[config.mk]
export PLATFORM = sky130hd
export DESIGN_NAME = gpio_arbiter
export DESIGN_NICKNAME = d
export VERILOG_FILES = /design/src/rtl/gpio_arbiter.sv
export SDC_FILE = /design/constraint.sdc
export NUM_CORES = 1
export LEC_CHECK = 0
export BUFFER_PORTS_ARGS = -buffer_cell sky130_fd_sc_hd__buf_4
export CORE_AREA = 3 3 118 120
export CTS_BUF_LIST = sky130_fd_sc_hd__clkbuf_4 sky130_fd_sc_hd__clkbuf_8
export DETAILED_ROUTE_END_ITERATION = 10
export DIE_AREA = 0 0 121 123
export MAX_ROUTING_LAYER = met4
export PLACE_DENSITY = 0.75
export SLEW_MARGIN = 15
export SYNTH_ARGS = -nofsm -noshare
export SYNTH_HDL_FRONTEND = slang
export SYNTH_SLANG_ARGS = --single-unit
[constraint.sdc]
create_clock -name clk -period 1.5 [get_ports clk]
set_clock_uncertainty 0.15 [all_clocks]
set_input_delay 0.15 -clock clk [delete_from_list [all_inputs] [get_ports clk]]
set_output_delay 0.15 -clock clk [all_outputs]
set_load 0.02 [all_outputs]
[src/rtl/gpio_arbiter.sv]
// gpio_arbiter: round-robin arbiter giving a core master (m0) and a debug
// master (m1) single-access turns on one GPIO register port.
// Optional feature: define GPIO_ARB_LOCK_EN to add m0_lock_i/m1_lock_i, which
// let the current winner chain back-to-back accesses without returning to IDLE.
module gpio_arbiter (
    input  logic        clk,
    input  logic        rst,
    input  logic        m0_req_i,
    input  logic        m0_we_i,
    input  logic [31:0] m0_addr_i,
    input  logic [31:0] m0_data_i,
    output logic        m0_gnt_o,
    output logic        m0_rvalid_o,
    output logic [31:0] m0_data_o,
    input  logic        m1_req_i,
    input  logic        m1_we_i,
    input  logic [31:0] m1_addr_i,
    input  logic [31:0] m1_data_i,
    output logic        m1_gnt_o,
    output logic        m1_rvalid_o,
    output logic [31:0] m1_data_o,
`ifdef GPIO_ARB_LOCK_EN
    input  logic        m0_lock_i,
    input  logic        m1_lock_i,
`endif
    output logic        we_o,
    output logic [31:0] addr_o,
    output logic [31:0] data_o,
    input  logic [31:0] data_i
);
    typedef enum logic [1:0] {IDLE, GRANT, RESP} state_t;

    state_t      state;
    logic        win;
    logic        favour_m1;
    logic        pick;
    logic        src;
    logic        hold;
    logic        load;
    logic        src_we;
    logic [31:0] src_addr;
    logic [31:0] src_data;

`ifdef GPIO_ARB_LOCK_EN
    assign hold = win ? (m1_lock_i && m1_req_i) : (m0_lock_i && m0_req_i);
`else
    assign hold = 1'b0;
`endif

    // Choose who gets the next grant: a fresh round-robin pick in IDLE, the
    // current winner when a locked master chains from RESP.
    always_comb begin
        pick     = (m0_req_i && m1_req_i) ? favour_m1 : m1_req_i;
        src      = (state == IDLE) ? pick : win;
        load     = (state == IDLE) ? (m0_req_i || m1_req_i) : (state == RESP) && hold;
        src_we   = src ? m1_we_i   : m0_we_i;
        src_addr = src ? m1_addr_i : m0_addr_i;
        src_data = src ? m1_data_i : m0_data_i;
    end

    // FSM with registered outputs; the command is latched on entry to GRANT so
    // a master dropping req after being sampled cannot abort its access.
    always_ff @(posedge clk) begin
        if (!rst) begin
            state       <= IDLE;
            win         <= 1'b0;
            favour_m1   <= 1'b0;
            m0_gnt_o    <= 1'b0;
            m1_gnt_o    <= 1'b0;
            m0_rvalid_o <= 1'b0;
            m1_rvalid_o <= 1'b0;
            m0_data_o   <= '0;
            m1_data_o   <= '0;
            we_o        <= 1'b0;
            addr_o      <= '0;
            data_o      <= '0;
        end else begin
            m0_gnt_o    <= 1'b0;
            m1_gnt_o    <= 1'b0;
            m0_rvalid_o <= 1'b0;
            m1_rvalid_o <= 1'b0;
            we_o        <= 1'b0;
            addr_o      <= '0;
            data_o      <= '0;
            case (state)
                IDLE: if (load) state <= GRANT;
                GRANT: begin
                    state <= RESP;
                    if (win) begin
                        m1_data_o   <= data_i;
                        m1_rvalid_o <= 1'b1;
                    end else begin
                        m0_data_o   <= data_i;
                        m0_rvalid_o <= 1'b1;
                    end
                end
                RESP: begin
                    state <= hold ? GRANT : IDLE;
                    if (!hold) favour_m1 <= ~win;
                end
                default: state <= IDLE;
            endcase
            if (load) begin
                win      <= src;
                m0_gnt_o <= ~src;
                m1_gnt_o <= src;
                we_o     <= src_we;
                addr_o   <= src_addr;
                data_o   <= src_data;
            end
        end
    end
endmodule

==> impl_results.md <==
- Status: finished, violations left
- Failing checks: setup timing
- Filler cell count: 805
- DR DRC count: 0
- Area occupied by multi-input gates: 2330 um2
- Placed wire-length estimate: 12.2 mm
- Placed Area: 7700 um2
- Placement Setup Slack: 0.0189 ns
- EDFF count, synth: 0
- Largest delay share family, worst path: buffers and inverters
- FP Rows: 42
- Clock Pin Slew Worst Setup and Hold Paths: 0.07 ns
- Post-synthesis net count: 770
- Vias: 6427
- Initial drt markers: 450
- Clk buf depth: 2
- Crit path buffers/inverters: 3
- Post-Syn Area: 5320 um2
- Fin nets: 1218
- Setup crit end kind: register
- Die area: 14900 um2
- Top Ports: 299
- Crit path time final: 1.60 ns
- Routability cong.: 0.791
- Top cells by area, synth: dfxtp_1, nand3b_1, nand2_1
- Worst-margin pin slew: 0.349 ns
- Critical path class: in2reg
- Synth cell types: 27
- Yosys top cell area share: 0.516
- Non-filler cells, final: 1242
- Vias in the first global route: 6455
- Final ANT Viol Nets: 0
- Worst-skew pair later-pin latency: 0.44 ns
- Reg area: 2740 um2
- Final Total Pwr: 9060 uW
- Area growth syn-to-layout: 87.9%
- Setup slack, reg-to-reg: -0.03 ns
- Min-delay worst type: in2reg
- PortBufs: 298
- CP max FO: 46
- Layout Cell Area excl Fill: 9990 um2
- CTS tree: done
- Crit path arrival time: 1.76 ns
- Starting density of the core: 0.406
- Final setup vio count: 14
- Drt total wl: 23.4 mm
- Share of synthesized registers carrying an async set or reset: 0
- Lkg Pwr: 0.00429 uW
- Max-slew violation count: 0
- Syn avg cell area: 8.80 um2
- Clk sinks: 137
- Cell total after placement: 1039
- Top FF cell, synth: dfxtp_1
- Top cell type by total area after synthesis: dfxtp_1
- CP peak stage delay: 0.56 ns
- GRT Resource Usage Total: 0.291
- Worst vdd ir: 0.563 mV
- Root Driver: clkbuf_8
- Worst rel slew slack: 0.765
- Ratio of cells with drive above 1 in the final layout: 0.357
- First-pass GRT wire length: 32.9 mm
- Syn Inst Count: 604
- H-tree Lvls: 4
- Period utilization: 1.07
- 1st-pass router iterations: 5
- Max cap viols: 0
- Synth warn: 0
- Highest Clock Rate: 0.625 GHz
- PnR worst setup slack: -0.0992 ns
- Initial antenna violation count: 1
- WP data required: 1.66 ns
- RSZ-0062 raised after global routing: yes
- Slowest-stage cell, CP: dlygate4sd3_1
- Clock buffer count from CTS: 17
- CP cell instances: dlygate4sd3_1, buf_4, and2b_2, buf_12, o21ai_0, a21oi_1
- Flops & latches, synth: 137
- Hold Fails Final Rpt: 0
- Die height: 123 um
- PwrDens: 907 nW/um2
- WL/cell: 18.9 um
- Most frequent cells in the layout: buf_4, dlygate4sd3_1, dfxtp_1
- Most common cell after layout, fill and taps aside: buf_4
- Core Footprint: 13100 um2
- Gr ovfl total: 0
- Die Wd: 121 um
- Via-to-Cell Ratio: 5.17
- Sequential fraction of the synthesis area: 0.516
- Pin count of the biggest net entering global routing: 69
- Utilization after layout: 0.763
- Startpoint types: input pin
==> tightest hold or removal path, cell delays in order <==
cell and delay, ns:
dlymetal6s4s_1 0.26, buf_6 0.13, o21ai_2 0.08, nor4b_2 0.05
==> final cells by class <==
class                   count  share of cell area
repair buffers            487               0.429
flip-flops and latches    137               0.275
multi-input cells         407               0.234
clock buffers              19              0.0262
well taps                 176              0.0220
clock inverters            11              0.0124
inverters                   2            0.000752
diodes                      3            0.000752
==> layer usage <==
metal / vias up / routed length, um / track usage
met5: - / 0 / -
met4: 0 / 1140 / 0.161
met3: 108 / 2110 / 0.0769
met1: 2970 / 8460 / 0.313
met2: 397 / 11700 / 0.491
li1: 2952 / - / -
==> kinds of logic after synthesis <==
kind of cell / after synthesis / synth area share
simple gates: 209 / 0.204
compound gates: 198 / 0.218
flops: 137 / 0.516
buf+inv: 60 / 0.0617
==> flip-flops by register name (all words and copies together) (netlist names) <==
signal       cells
m0_rvalid_o      1
m1_gnt_o         1
m0_data_o       32
m1_data_o       32
m1_rvalid_o      1
m0_gnt_o         1
data_o          32
state            2
addr_o          32
favour_m1        1
we_o             1
win              1
==> stage by stage <==
stage          hold WS (ns)  setup TNS [ns]
3_5_place_dp          0.267               0
4_1_cts               0.306               0
3_3_place_gp          0.260               0
2_1_floorplan         0.135               0
5_1_grt               0.114          -0.591
6_report              0.135          -0.433
==> path summary, 6_finish.rpt <==
path / from / endpoint / cells past startpoint
worst max-delay path: m0_req_i / addr_o[17]$_SDFF_PN0_ / 6
worst min-delay path: rst / m1_gnt_o$_SDFF_PN0_ / 4
worst max register to register: favour_m1$_SDFFE_PN0N_ / addr_o[17]$_SDFF_PN0_ / 4
worst min register to register: m0_data_o[27]$_SDFFE_PN0P_ / m0_data_o[27]$_SDFFE_PN0P_ / 2
==> synthesized netlist by cell type (3+ instances only) <==
cell type / n
a21boi_0: 44
dfxtp_1: 137
a21boi_1: 21
nand3b_1: 66
nand2_1: 129
o21ai_0: 65
buf_1: 5
buf_6: 11
a21oi_1: 65
clkbuf_1: 32
buf_2: 7
buf_4: 3
==> report_power, final <==
group          total [uW]  switching, uW  internal [uW]
combinational        2140           1020           1120
sequential           3920           86.6           3830
clock                3000           1450           1550
==> timing repair <==
item                                    CTS  global route
hold buffers                            165             0
buffers inserted                          0             0
endpoints found under the hold margin   132             0
endpoints found under the setup margin    0            82
gates resized for setup                   0            48
Note: power is estimated with default switching activity, not from simulation.
